**config.mk**
```make
export PLATFORM = sky130hd
export DESIGN_NAME = axis_packet_router
export DESIGN_NICKNAME = d
export VERILOG_FILES = /design/src/rtl/axis_router_pkg.sv /design/src/rtl/axis_route_reg.sv /design/src/rtl/axis_packet_router.sv
export SDC_FILE = /design/constraint.sdc
export NUM_CORES = 1
export LEC_CHECK = 0
export BUFFER_PORTS_ARGS = -buffer_cell sky130_fd_sc_hd__buf_2
export CAP_MARGIN = 40
export CORE_MARGIN = 2
export CORE_UTILIZATION = 40
export DETAILED_ROUTE_END_ITERATION = 8
export PLACE_DENSITY = 0.88
export REMOVE_ABC_BUFFERS = 1
export SLEW_MARGIN = 20
export SYNTH_ARGS = -nofsm -noshare
export SYNTH_HDL_FRONTEND = slang
export SYNTH_SLANG_ARGS = --single-unit
```
**constraint.sdc**
```tcl
create_clock -name aclk -period 3.3 [get_ports aclk]
set_clock_uncertainty 0.05 [all_clocks]
set_input_delay 0.66 -clock aclk [delete_from_list [all_inputs] [get_ports aclk]]
set_output_delay 0.66 -clock aclk [all_outputs]
set_load 0.05 [all_outputs]
```
**src/rtl/axis_router_pkg.sv**
```systemverilog
// Shared types and constants for the AXI-Stream packet router.
// Holds the routing FSM encoding and the saturating drop-counter helper.
package axis_router_pkg;

  typedef enum logic [1:0] {
    IDLE = 2'd0,
    FWD  = 2'd1,
    DROP = 2'd2
  } rt_state_e;

  localparam int DROP_CNT_W = 16;

  // Saturating increment: the counter parks at all-ones instead of wrapping.
  function automatic logic [DROP_CNT_W-1:0] sat_inc(input logic [DROP_CNT_W-1:0] v);
    return (&v) ? v : v + 1'b1;
  endfunction

endpackage

```
**src/rtl/axis_route_reg.sv**
```systemverilog
// Single-entry output register for the router: one beat plus its channel select.
// Handshake: a beat moves when valid && ready at a rising edge; in_ready is high when the entry is empty or draining.
module axis_route_reg
  import axis_router_pkg::*;
#(
  parameter int DSIZE = 8,
  parameter int USIZE = 1,
  parameter int SEL_W = 1
) (
  input  logic             clk,
  input  logic             rst,
  input  logic             in_valid,
  output logic             in_ready,
  input  logic [DSIZE-1:0] in_data,
  input  logic [USIZE-1:0] in_user,
  input  logic             in_last,
  input  logic [SEL_W-1:0] in_sel,
  output logic             out_valid,
  input  logic             out_ready,
  output logic [DSIZE-1:0] out_data,
  output logic [USIZE-1:0] out_user,
  output logic             out_last,
  output logic [SEL_W-1:0] out_sel
);

  logic             valid_q, valid_d;
  logic [DSIZE-1:0] data_q, data_d;
  logic [USIZE-1:0] user_q, user_d;
  logic             last_q, last_d;
  logic [SEL_W-1:0] sel_q, sel_d;

  assign in_ready = !valid_q || out_ready;

  always_comb begin
    valid_d = valid_q;
    data_d  = data_q;
    user_d  = user_q;
    last_d  = last_q;
    sel_d   = sel_q;
    if (in_valid && in_ready) begin
      // A load in the same cycle as a drain keeps valid high.
      valid_d = 1'b1;
      data_d  = in_data;
      user_d  = in_user;
      last_d  = in_last;
      sel_d   = in_sel;
    end else if (out_ready) begin
      valid_d = 1'b0;
    end
  end

  always_ff @(posedge clk) begin
    if (rst) begin
      valid_q <= 1'b0;
      data_q  <= '0;
      user_q  <= '0;
      last_q  <= 1'b0;
      sel_q   <= '0;
    end else begin
      valid_q <= valid_d;
      data_q  <= data_d;
      user_q  <= user_d;
      last_q  <= last_d;
      sel_q   <= sel_d;
    end
  end

  assign out_valid = valid_q;
  assign out_data  = data_q;
  assign out_user  = user_q;
  assign out_last  = last_q;
  assign out_sel   = sel_q;

endmodule

```
**src/rtl/axis_packet_router.sv**
```systemverilog
// Steers whole AXI-Stream packets from one slave port to one of NUM master ports by the
// first-beat tdest; packets for non-existent channels are swallowed and counted.
module axis_packet_router
  import axis_router_pkg::*;
#(
  parameter int NUM   = 2,
  parameter int DSIZE = 8,
  parameter int USIZE = 1,
  parameter int SEL_W = (NUM > 1) ? $clog2(NUM) : 1
) (
  input  logic                  aclk,
  input  logic                  rst,
  input  logic [DSIZE-1:0]      s_tdata,
  input  logic [USIZE-1:0]      s_tuser,
  input  logic [SEL_W-1:0]      s_tdest,
  input  logic                  s_tlast,
  input  logic                  s_tvalid,
  output logic                  s_tready,
  output logic [NUM*DSIZE-1:0]  m_tdata,
  output logic [NUM*USIZE-1:0]  m_tuser,
  output logic [NUM-1:0]        m_tlast,
  output logic [NUM-1:0]        m_tvalid,
  input  logic [NUM-1:0]        m_tready,
  output logic [DROP_CNT_W-1:0] drop_cnt,
  output logic                  busy
);

  localparam logic [SEL_W:0] NUM_W = (SEL_W + 1)'(NUM);

  rt_state_e              state_q, state_d;
  logic [SEL_W-1:0]       cur_sel_q, cur_sel_d;
  logic [DROP_CNT_W-1:0]  drop_cnt_q, drop_cnt_d;

  logic                   accept;
  logic                   dest_ok;
  logic                   reg_in_valid;
  logic                   reg_in_ready;
  logic [SEL_W-1:0]       reg_in_sel;
  logic                   out_valid;
  logic                   sel_ready;
  logic [DSIZE-1:0]       out_data;
  logic [USIZE-1:0]       out_user;
  logic                   out_last;
  logic [SEL_W-1:0]       out_sel;

  // Zero-extend so the range test also works when NUM is a power of two.
  assign dest_ok = ({1'b0, s_tdest} < NUM_W);

  always_comb begin
    sel_ready = 1'b0;
    for (int i = 0; i < NUM; i++) begin
      if (out_sel == SEL_W'(i)) sel_ready = m_tready[i];
    end
  end

  always_comb begin
    state_d      = state_q;
    cur_sel_d    = cur_sel_q;
    drop_cnt_d   = drop_cnt_q;
    reg_in_valid = 1'b0;
    reg_in_sel   = cur_sel_q;
    s_tready     = (state_q == DROP) ? 1'b1 : reg_in_ready;
    accept       = s_tvalid && s_tready;
    case (state_q)
      IDLE: begin
        if (accept) begin
          if (dest_ok) begin
            reg_in_valid = 1'b1;
            reg_in_sel   = s_tdest;
            cur_sel_d    = s_tdest;
            if (!s_tlast) state_d = FWD;
          end else begin
            drop_cnt_d = sat_inc(drop_cnt_q);
            if (!s_tlast) state_d = DROP;
          end
        end
      end
      FWD: begin
        if (accept) begin
          reg_in_valid = 1'b1;
          if (s_tlast) state_d = IDLE;
        end
      end
      DROP: begin
        if (accept && s_tlast) state_d = IDLE;
      end
      default: state_d = IDLE;
    endcase
  end

  always_ff @(posedge aclk) begin
    if (rst) begin
      state_q    <= IDLE;
      cur_sel_q  <= '0;
      drop_cnt_q <= '0;
    end else begin
      state_q    <= state_d;
      cur_sel_q  <= cur_sel_d;
      drop_cnt_q <= drop_cnt_d;
    end
  end

  axis_route_reg #(
    .DSIZE(DSIZE),
    .USIZE(USIZE),
    .SEL_W(SEL_W)
  ) u_out_reg (
    .clk      (aclk),
    .rst      (rst),
    .in_valid (reg_in_valid),
    .in_ready (reg_in_ready),
    .in_data  (s_tdata),
    .in_user  (s_tuser),
    .in_last  (s_tlast),
    .in_sel   (reg_in_sel),
    .out_valid(out_valid),
    .out_ready(sel_ready),
    .out_data (out_data),
    .out_user (out_user),
    .out_last (out_last),
    .out_sel  (out_sel)
  );

  // Payload fans out to every channel; only the selected valid is raised.
  always_comb begin
    m_tvalid = '0;
    for (int i = 0; i < NUM; i++) begin
      m_tvalid[i] = out_valid && (out_sel == SEL_W'(i));
    end
  end

  assign m_tdata  = {NUM{out_data}};
  assign m_tuser  = {NUM{out_user}};
  assign m_tlast  = {NUM{out_last}};
  assign drop_cnt = drop_cnt_q;
  assign busy     = (state_q != IDLE) || out_valid;

endmodule
```
==> results of run 1 <==
[critical path, cell delays in order]
cell and delay, ns:
sky130_fd_sc_hd__buf_2 0.11, sky130_fd_sc_hd__mux2i_2 0.24, sky130_fd_sc_hd__nand2_1 0.08, sky130_fd_sc_hd__buf_2 0.21
[cell usage after synthesis]
cell type,number
sky130_fd_sc_hd__buf_6,1
sky130_fd_sc_hd__mux2_2,2
sky130_fd_sc_hd__conb_1,1
sky130_fd_sc_hd__nand2_1,1
sky130_fd_sc_hd__and2b_1,1
sky130_fd_sc_hd__mux2i_2,1
sky130_fd_sc_hd__nand2b_1,23
sky130_fd_sc_hd__a21boi_2,1
sky130_fd_sc_hd__a21oi_1,2
sky130_fd_sc_hd__dfxtp_1,14
sky130_fd_sc_hd__or2_2,1
sky130_fd_sc_hd__and2_1,1
sky130_fd_sc_hd__clkbuf_1,2
sky130_fd_sc_hd__nor2b_1,2
sky130_fd_sc_hd__nor2_1,3
sky130_fd_sc_hd__mux2i_1,12
sky130_fd_sc_hd__buf_4,28
[routing by layer]
| metal | part of all wire | up-vias | wire length (um) | GRT usage |
|---|---|---|---|---|
| li1 | - | 315 | - | - |
| met1 | 0.39 | 269 | 531 | 0.113 |
| met4 | 0.020 | 0 | 27 | 0.0946 |
| met2 | 0.50 | 32 | 681 | 0.201 |
| met5 | 0 | - | 0 | 0 |
| met3 | 0.087 | 2 | 118 | 0.00877 |
[flip-flops by register name, indices dropped and copies added (netlist names)]
name                 cells
u_out_reg.out_last       1
state_q                  1
cur_sel_q                1
u_out_reg.out_data       8
u_out_reg.out_valid      1
u_out_reg.out_user       1
u_out_reg.out_sel        1
[placed cells by master, fill, tap and decap left out]
| cell type | synthesis | routed |
|---|---|---|
| sky130_fd_sc_hd__mux2_2 | 2 | 2 |
| sky130_fd_sc_hd__mux2i_1 | 12 | 12 |
| sky130_fd_sc_hd__nor2b_1 | 2 | 2 |
| sky130_fd_sc_hd__mux2i_2 | 1 | 1 |
| sky130_fd_sc_hd__clkbuf_4 | 0 | 3 |
| sky130_fd_sc_hd__and2b_1 | 1 | 1 |
| sky130_fd_sc_hd__and2_1 | 1 | 1 |
| sky130_fd_sc_hd__dfxtp_1 | 14 | 14 |
| sky130_fd_sc_hd__a21boi_2 | 1 | 1 |
| sky130_fd_sc_hd__buf_6 | 1 | 1 |
| sky130_fd_sc_hd__a21oi_1 | 2 | 2 |
| sky130_fd_sc_hd__nor2_1 | 3 | 3 |
| sky130_fd_sc_hd__nand2b_1 | 23 | 23 |
| sky130_fd_sc_hd__buf_2 | 0 | 39 |
| sky130_fd_sc_hd__nand2_1 | 1 | 1 |
| sky130_fd_sc_hd__conb_1 | 1 | 16 |
| sky130_fd_sc_hd__or2_2 | 1 | 1 |
[cells by family (layout without fill, tap and decap cells)]
kind of cell / count (synthesis) / count (layout) / synth area share
compound gates: 3 / 3 / 0.0241
flops: 14 / 14 / 0.318
mux: 15 / 15 / 0.177
simple gates: 32 / 32 / 0.217
buf+inv: 31 / 43 / 0.260
other cells: 1 / 16 / 0.00425
[worst paths after layout]
check / start / end / slack [ns] / cells past startpoint
worst max-delay path: m_tready[0] / s_tready / 1.30 / 4
worst min-delay path: cur_sel_q / cur_sel_q / 0.43 / 2
worst max register to register: u_out_reg.out_sel / u_out_reg.out_sel / 1.84 / 4
worst min register to register: cur_sel_q / cur_sel_q / 0.43 / 2
[cell type report]
type                       instances  area share
multi-input combinational         66       0.441
clock buffer                       3      0.0231
timing repair buffer              40       0.212
tap                               28      0.0360
sequential                        14       0.288
[report_power, final]
group	switching (mW)	leakage, nW	internal, mW
Sequential	0.00928	0.115	0.181
Clock	0.0462	0.0138	0.0421
Combinational	0.136	0.388	0.0420
Total	0.192	0.517	0.265
[metrics by stage]
step | hold WS [ns] | area, um2 | utilization | std cells
floorplan | 0.398 | 709 | - | 80
global placement | 0.409 | 940 | 0.437 | 147
detailed placement | 0.423 | 940 | 0.437 | 147
CTS | 0.434 | 962 | 0.448 | 150
global route | 0.446 | 973 | 0.453 | 151
finish | 0.433 | 973 | 0.453 | 151
==> impl_metrics.tcl, run 1 <==
set metrics [dict create \
    run_status "complete, no violations" \
    place_worst_setup_slack_ns 1.19 \
    timing.fmax_ghz 0.499 \
    layout-drive-gt1-share 0.390 \
    dp_hpwl_mm 1.06 \
    timing.final.crit_share 0.608 \
    final.setup.worst_slack_ns 1.30 \
    syn_inst 96 \
    routedWlPerCell_um 9.00 \
    detailedRoute.firstPassIterationCount 4 \
    finalWirelength_mm 1.36 \
    crit_arrival_ns 1.29 \
    timing.critical_path.fanout_max 4 \
    timing.setup.tns_ns 0 \
    grt_overflow 0 \
    worst_setup_hold_path_clk_slew_ns 0.07 \
    cts.sink_count 14 \
    power.density_nw_per_um2 469 \
    setup.worst_path.start_class "input pin" \
    ctsResizeCount 0 \
    synth_top_area_cell "sky130_fd_sc_hd__dfxtp_1" \
    report.power.total_mw 0.457 \
    p_leak_nw 0.517 \
    floorplan.initialDensity 0.411 \
    period_needed_ns 2.00 \
    post_cts.repair.setup_buffers 0 \
    vias 618 \
    core_area_um2 2150 \
    cts_tree "built" \
    rsz0062_at_grt "no" \
    max_ir_drop_vdd_mv 0.195 \
    clk_root_buffer_cell "sky130_fd_sc_hd__clkbuf_4" \
    dieArea_um2 2600 \
    finalNetCount 141 \
    hold_buffers 0 \
    multiInputGateArea_um2 429 \
    max-clock-path-buffers 2 \
    clock_insertion_delay_worst_skew_ns 0.26 \
    place.port_buffers 39 \
    ys.warnings.count 0 \
    detail_route.vias_per_cell 4.09 \
    numCtsBuffers 3 \
    fillerInstances 223 \
    grtUsageTotal 0.111 \
    finalHoldViolations 0 \
    timing.final.setup_violations 0 \
    antenna_found_initial 0 \
    num_antenna_cells 0 \
    grt_first_pass_wirelength_mm 2.17 \
    cap_viol_max_count 0 \
    ctsHtreeMaxLevel 1 \
    final-max-slew-violation-count 0 \
    areaGrowthSynthToFinish_pct 10.4 \
    dieHeight_um 51.0 \
    dr.first_iter.drc_count 5 \
    ios 56 \
    synthDominantCellAreaShare 0.318 \
    gp_routability_congestion 0.648 \
    drc_errors 0 \
    crit_type "input pin to primary output" \
    yosysSeqAreaShare 0.318 \
    required_time_at_the_worst_slack_endpoint_ns 2.59 \
    seqCellArea_um2 280 \
    post_synth_num_cell_types 17 \
    synth.top_cells.by_area "sky130_fd_sc_hd__dfxtp_1 32%, sky130_fd_sc_hd__buf_4 24%, sky130_fd_sc_hd__nand2b_1 16%" \
    grt_max_degree 28 \
    synth.ff_latch_count 14 \
    timing.critical_path.to_type "primary output" \
    antenna_left 0 \
    die_w_um 51.0 \
    synthesis.area_per_instance_um2 9.19 \
    placementRows 17 \
    hold_path_class "flop to flop" \
    grt_pass1_vias 559 \
    synthesis.area_um2 882 \
]
Note: power is estimated with default switching activity, not from simulation.
==> run 2, diff against run 1 <==
--- a/config.mk
+++ b/config.mk
@@ -8,9 +8,9 @@
 export BUFFER_PORTS_ARGS = -buffer_cell sky130_fd_sc_hd__buf_2
 export CAP_MARGIN = 40
 export CORE_MARGIN = 2
-export CORE_UTILIZATION = 40
+export CORE_UTILIZATION = 37
 export DETAILED_ROUTE_END_ITERATION = 8
-export PLACE_DENSITY = 0.88
+export PLACE_DENSITY = 0.86
 export REMOVE_ABC_BUFFERS = 1
 export SLEW_MARGIN = 20
 export SYNTH_ARGS = -nofsm -noshare
==> constraint.sdc (replaced) <==
create_clock -name aclk -period 1.7 [get_ports aclk]
set_clock_uncertainty 0.05 [all_clocks]
set_input_delay 0.34 -clock aclk [delete_from_list [all_inputs] [get_ports aclk]]
set_output_delay 0.34 -clock aclk [all_outputs]
set_load 0.05 [all_outputs]
==> impl_metrics.tcl, run 2 (synthesized netlist as in run 1, its figures left out) <==
set metrics [dict create \
    placed_area_um2 955 \
    num_antenna_cells 0 \
    crit_type "flop to primary output" \
    core_area_um2 2230 \
    run_status "complete, no violations" \
    power.density_nw_per_um2 958 \
    finalHoldViolations 0 \
    hold_path_class "input pin to flop" \
    cts_tree "built" \
    ctsHtreeMaxLevel 1 \
    antenna_found_initial 0 \
    dieArea_um2 2790 \
    layout_common_cells "39 x sky130_fd_sc_hd__buf_2, 23 x sky130_fd_sc_hd__nand2b_1, 16 x sky130_fd_sc_hd__conb_1" \
    timing.critical_path.to_type "primary output" \
    dieHeight_um 52.8 \
    layout-drive-gt1-share 0.408 \
    crit_arrival_ns 1.22 \
    p_leak_nw 0.529 \
    antenna_left 0 \
    post-route-cell-area_um2 1000 \
    period_needed_ns 1.61 \
    die_w_um 52.8 \
    floorplan.initialDensity 0.395 \
    vias 631 \
    setup.worst_path.start_class "flop" \
    worst_setup_hold_path_clk_slew_ns 0.09 \
    grt_overflow 0 \
    max_ir_drop_vdd_mv 0.389 \
    clock_insertion_delay_worst_skew_ns 0.27 \
    fillerInstances 245 \
    place.port_buffers 39 \
    grt_first_pass_wirelength_mm 2.60 \
    post_cts.repair.setup_buffers 0 \
    final_core_utilization 0.448 \
    detail_route.vias_per_cell 4.12 \
    timing.final.setup_violations 0 \
    grt_pass1_vias 617 \
    ios 56 \
    cap_viol_max_count 0 \
    placementRows 17 \
    layout_commonest_cell "sky130_fd_sc_hd__buf_2" \
    timing.final.crit_share 0.947 \
    report.power.total_mw 0.959 \
    finalWirelength_mm 1.58 \
    drc_errors 0 \
    routedWlPerCell_um 10.4 \
    multiInputGateArea_um2 438 \
    numCtsBuffers 3 \
    areaGrowthSynthToFinish_pct 13.5 \
    timing.fmax_ghz 0.621 \
    required_time_at_the_worst_slack_endpoint_ns 1.31 \
    timing.critical_path.fanout_max 4 \
    grtUsageTotal 0.128 \
    gp_routability_congestion 0.641 \
    cts.sink_count 14 \
    detailedRoute.firstPassIterationCount 3 \
    finalNetCount 142 \
    seqCellArea_um2 282 \
    final-max-slew-violation-count 0 \
    flip_flop_count_of_the_largest_register_after_layout 8 \
    dp_hpwl_mm 1.24 \
    max-clock-path-buffers 2 \
    dr.first_iter.drc_count 3 \
    clk_root_buffer_cell "sky130_fd_sc_hd__clkbuf_4" \
    grt_max_degree 28 \
]
==> run 2: cell types whose count changed in the layout (fill, tap and decap cells not counted), sizes merged <==
cell / before / now
clkbuf: 3 / 4
buf: 40 / 41
==> run 2: layout make-up <==
| type | count | area share |
|---|---|---|
| multi-input cells | 66 | 0.438 |
| clock buffers | 4 | 0.0363 |
| repair buffers | 41 | 0.210 |
| well taps | 28 | 0.0350 |
| flip-flops and latches | 14 | 0.281 |
==> run 2: stage by stage <==
step	TNS (ns)	hold slack [ns]	std cells	setup slack, ns
floorplan	0	0.362	80	0.122
global route	-0.00175	0.266	153	-0.00175
finish	0	0.265	153	0.0900
global placement	0	0.408	149	0.358
CTS	0	0.253	153	0.0428
detailed placement	0	0.425	149	0.313
==> run 2: metal layers <==
layer	track usage	vias to the layer above	part of all wire
met2	0.256	30	0.55
li1	-	318	-
met4	0.0513	0	0
met1	0.124	283	0.37
met5	0	-	0
met3	0.0257	0	0.076
==> run 2: repair_timing <==
action	CTS	global route
hold buffers	0	0
cloned	0	0
resized for setup	1	1
pin swaps	0	0
setup endpoints to repair	1	1
hold endpoints to repair	0	0
==> run 2: worst paths after layout <==
kind                            slack (ns)         startpoint  depth (start not counted)                     to
worst max-delay path                  0.09  u_out_reg.out_sel                          3               s_tready
worst min-delay path                  0.26         s_tdata[7]                          3  u_out_reg.out_data[7]
worst max register to register        0.34  u_out_reg.out_sel                          4     u_out_reg.out_last
worst min register to register        0.44          cur_sel_q                          2              cur_sel_q
==> run 2: worst max-delay path, stage by stage (launching register included) <==
cell                      delay [ns]
sky130_fd_sc_hd__dfxtp_2        0.38
sky130_fd_sc_hd__mux2i_4        0.29
sky130_fd_sc_hd__nand2_1        0.07
sky130_fd_sc_hd__buf_2          0.21
==> run 2: power breakdown <==
group	internal (mW)	leakage (nW)	switching [mW]
registers	0.351	0.116	0.0189
logic	0.0844	0.392	0.269
clock network	0.130	0.0210	0.106
total	0.566	0.529	0.393
==> run 3, diff against run 2 <==
--- a/config.mk
+++ b/config.mk
@@ -8,11 +8,13 @@
 export BUFFER_PORTS_ARGS = -buffer_cell sky130_fd_sc_hd__buf_2
 export CAP_MARGIN = 40
 export CORE_MARGIN = 2
-export CORE_UTILIZATION = 37
+export CORE_UTILIZATION = 40
+export CTS_BUF_LIST = sky130_fd_sc_hd__clkbuf_4 sky130_fd_sc_hd__clkbuf_8
 export DETAILED_ROUTE_END_ITERATION = 8
-export PLACE_DENSITY = 0.86
+export PLACE_DENSITY = 0.9
 export REMOVE_ABC_BUFFERS = 1
 export SLEW_MARGIN = 20
 export SYNTH_ARGS = -nofsm -noshare
 export SYNTH_HDL_FRONTEND = slang
+export SYNTH_HIERARCHICAL = 1
 export SYNTH_SLANG_ARGS = --single-unit
==> constraint.sdc (replaced) <==
create_clock -name aclk -period 1.3 [get_ports aclk]
set_clock_uncertainty 0.05 [all_clocks]
set_input_delay 0.26 -clock aclk [delete_from_list [all_inputs] [get_ports aclk]]
set_output_delay 0.26 -clock aclk [all_outputs]
set_load 0.05 [all_outputs]
==> impl_metrics.tcl, run 3 <==
set metrics [dict create \
    run_status "finished with violations" \
    failing_checks "setup timing" \
    grt_max_degree 25 \
    r2r-start "u_out_reg/out_sel" \
    crit_type "flop to primary output" \
    detailedRoute.firstPassIterationCount 4 \
    ys.warnings.count 6 \
    setup.worst_path.start_class "flop" \
    ios 56 \
    finalNetCount 149 \
    detail_route.vias_per_cell 4.77 \
    synthDominantCellAreaShare 0.307 \
    layout_commonest_cell "sky130_fd_sc_hd__buf_2" \
    antenna_left 0 \
    timing.critical_path.fanout_max 5 \
    critical-path-top-delay-family "flip-flops" \
    post_synth_edffs 0 \
    clock_insertion_delay_worst_skew_ns 0.27 \
    areaGrowthSynthToFinish_pct 23.6 \
    timing.final.crit_share 1.21 \
    dp_hpwl_mm 1.27 \
    synthesis.area_um2 913 \
    finalHoldViolations 0 \
    hold_path_class "input pin to flop" \
    synth.top_cells.by_area "sky130_fd_sc_hd__dfxtp_1 31%, sky130_fd_sc_hd__buf_4 23%, sky130_fd_sc_hd__a21bo_1 7.7%" \
    period_needed_ns 1.57 \
    cts_tree "built" \
    ctsHtreeMaxLevel 1 \
    multiInputGateArea_um2 493 \
    vias 758 \
    drc_errors 0 \
    yosys-top-cells-count "28 x sky130_fd_sc_hd__buf_4, 14 x sky130_fd_sc_hd__dfxtp_1, 11 x sky130_fd_sc_hd__nand3_1" \
    synth_async_sr_flop_share 0 \
    synthesis.area_per_instance_um2 9.42 \
    finalWirelength_mm 2.06 \
    final.setup.worst_slack_ns -0.268 \
    r2r_end "u_out_reg/out_sel" \
    cap_viol_max_count 0 \
    core_area_um2 2190 \
    fillerInstances 210 \
    post_synth_num_cell_types 23 \
    grt_pass1_vias 604 \
    hold_buffers 0 \
    flip_flop_count_of_the_largest_register_after_layout 8 \
    dieArea_um2 2680 \
    place.port_buffers 39 \
    clk_root_buffer_cell "sky130_fd_sc_hd__clkbuf_4" \
    gp_routability_congestion 0.677 \
    cts.sink_count 14 \
    numCtsBuffers 3 \
    timing.critical_path.to_type "primary output" \
    timing.final.setup_violations 17 \
    final-instance-count-excl-fill 159 \
    grtUsageTotal 0.142 \
    dr.first_iter.drc_count 10 \
    r2r_setup_slack_ns -0.23 \
    yosysSeqAreaShare 0.307 \
    p_leak_nw 0.568 \
    critical_path.max_stage_delay_ns 0.34 \
    floorplan.initialDensity 0.417 \
    num_antenna_cells 0 \
    antenna_found_initial 0 \
    critPathBufInv 1 \
    syn_inst 97 \
    layout_common_cells "35 x sky130_fd_sc_hd__buf_2, 16 x sky130_fd_sc_hd__conb_1, 11 x sky130_fd_sc_hd__dfxtp_1" \
    placed_cells 149 \
    timing.fmax_ghz 0.638 \
    grt_first_pass_wirelength_mm 2.74 \
    cp_cell_sequence "mux2_4 -> nand2b_4 -> buf_8" \
    min_path_cells 2 \
    report.power.total_mw 1.26 \
    hold_path_end "state_q[0]" \
    hp-start "s_tlast" \
    critical-path-slowest-cell "sky130_fd_sc_hd__dfxtp_2" \
    power.density_nw_per_um2 1120 \
    rsz0062_at_grt "yes" \
    r2r.worst_path.cells 6 \
    synth.ff_latch_count 14 \
    crit_arrival_ns 1.26 \
    worst_setup_hold_path_clk_slew_ns 0.08 \
    grt_overflow 0 \
    placementRows 17 \
    layout-drive-gt1-share 0.588 \
    synth_top_area_cell "sky130_fd_sc_hd__dfxtp_1" \
    dieHeight_um 51.8 \
    die_w_um 51.8 \
    max_ir_drop_vdd_mv 0.562 \
    final-max-slew-violation-count 0 \
    routedWlPerCell_um 12.9 \
    max-clock-path-buffers 2 \
    seqCellArea_um2 287 \
    synthMostInstantiatedCell "sky130_fd_sc_hd__buf_4" \
    required_time_at_the_worst_slack_endpoint_ns 0.99 \
    synthFlopType "sky130_fd_sc_hd__dfxtp_1" \
]
-- run 3: changes by cell type in the layout (fill, tap and decap cells not counted), sizes merged, moves of 3 or more --
cell,delta
a21bo,+11
a21oi,+11
and2,+4
buf,+5
mux2i,-12
nand2b,-19
nand3,+11
nor2,-3
-- run 3: timing repair --
action	in CTS	in global routing
setup buffers	5	0
pin swaps	0	2
cloned	0	4
gates resized for setup	22	5
endpoints found under the setup margin	18	18
-- run 3: logic make-up after synthesis --
family,share of synthesized area
buf+inv,0.279
other cells,0.00411
compound gates,0.229
simple gates,0.141
mux,0.0397
flops,0.307
-- run 3: worst max-delay path by stage --
stage	slack, ns	from	cells past startpoint	to
2_1_floorplan	-0.41	u_out_reg/out_sel	6	u_out_reg/out_sel
3_3_place_gp	-0.21	u_out_reg/out_sel	6	u_out_reg/out_sel
3_5_place_dp	-0.31	u_out_reg/out_sel	5	u_out_reg/out_sel
4_1_cts	-0.27	u_out_reg/out_sel	3	s_tready
5_1_grt	-0.31	u_out_reg/out_sel	3	s_tready
6_report	-0.27	u_out_reg/out_sel	3	s_tready
-- run 3: power breakdown --
group,switching [mW],internal (mW),leakage (nW)
Sequential,0.0225,0.459,0.117
Combinational,0.382,0.159,0.437
Clock,0.132,0.107,0.0138
Total,0.537,0.724,0.568
-- run 3: metal layers --
| layer | track usage | vias to the layer above | share of wire |
|---|---|---|---|
| met5 | 0 | - | 0 |
| met4 | 0.0702 | 0 | 0.017 |
| met3 | 0.0402 | 4 | 0.063 |
| met2 | 0.248 | 37 | 0.51 |
| met1 | 0.156 | 358 | 0.41 |
| li1 | - | 359 | - |
-- run 3: final cells by class --
class / count / share of cell area
multi-input cells: 67 / 0.437
repair buffers: 46 / 0.255
flip-flops and latches: 14 / 0.254
well taps: 28 / 0.0310
clock buffers: 3 / 0.0200
inverters: 1 / 0.00333
-- run 3: worst register-to-register path: stages, from the launching register on --
cell,delay [ns]
sky130_fd_sc_hd__dfxtp_2,0.34
sky130_fd_sc_hd__mux2_4,0.30
sky130_fd_sc_hd__nand2b_4,0.18
sky130_fd_sc_hd__nand3b_4,0.10
sky130_fd_sc_hd__mux2_4,0.31
sky130_fd_sc_hd__nand3_2,0.07
sky130_fd_sc_hd__a21oi_2,0.06
-- run 3: metrics by stage --
| step | utilization | setup TNS [ns] | cell area [um2] | setup slack (ns) | hold slack, ns |
|---|---|---|---|---|---|
| finish | 0.515 | -2.75 | 1130 | -0.268 | 0.120 |
| global route | 0.515 | -3.67 | 1130 | -0.314 | 0.113 |
| CTS | 0.505 | -3.04 | 1110 | -0.271 | 0.110 |
| detailed placement | 0.447 | -3.41 | 978 | -0.312 | 0.412 |
| global placement | 0.447 | -2.32 | 978 | -0.208 | 0.409 |
| floorplan | - | -4.90 | 718 | -0.411 | 0.272 |
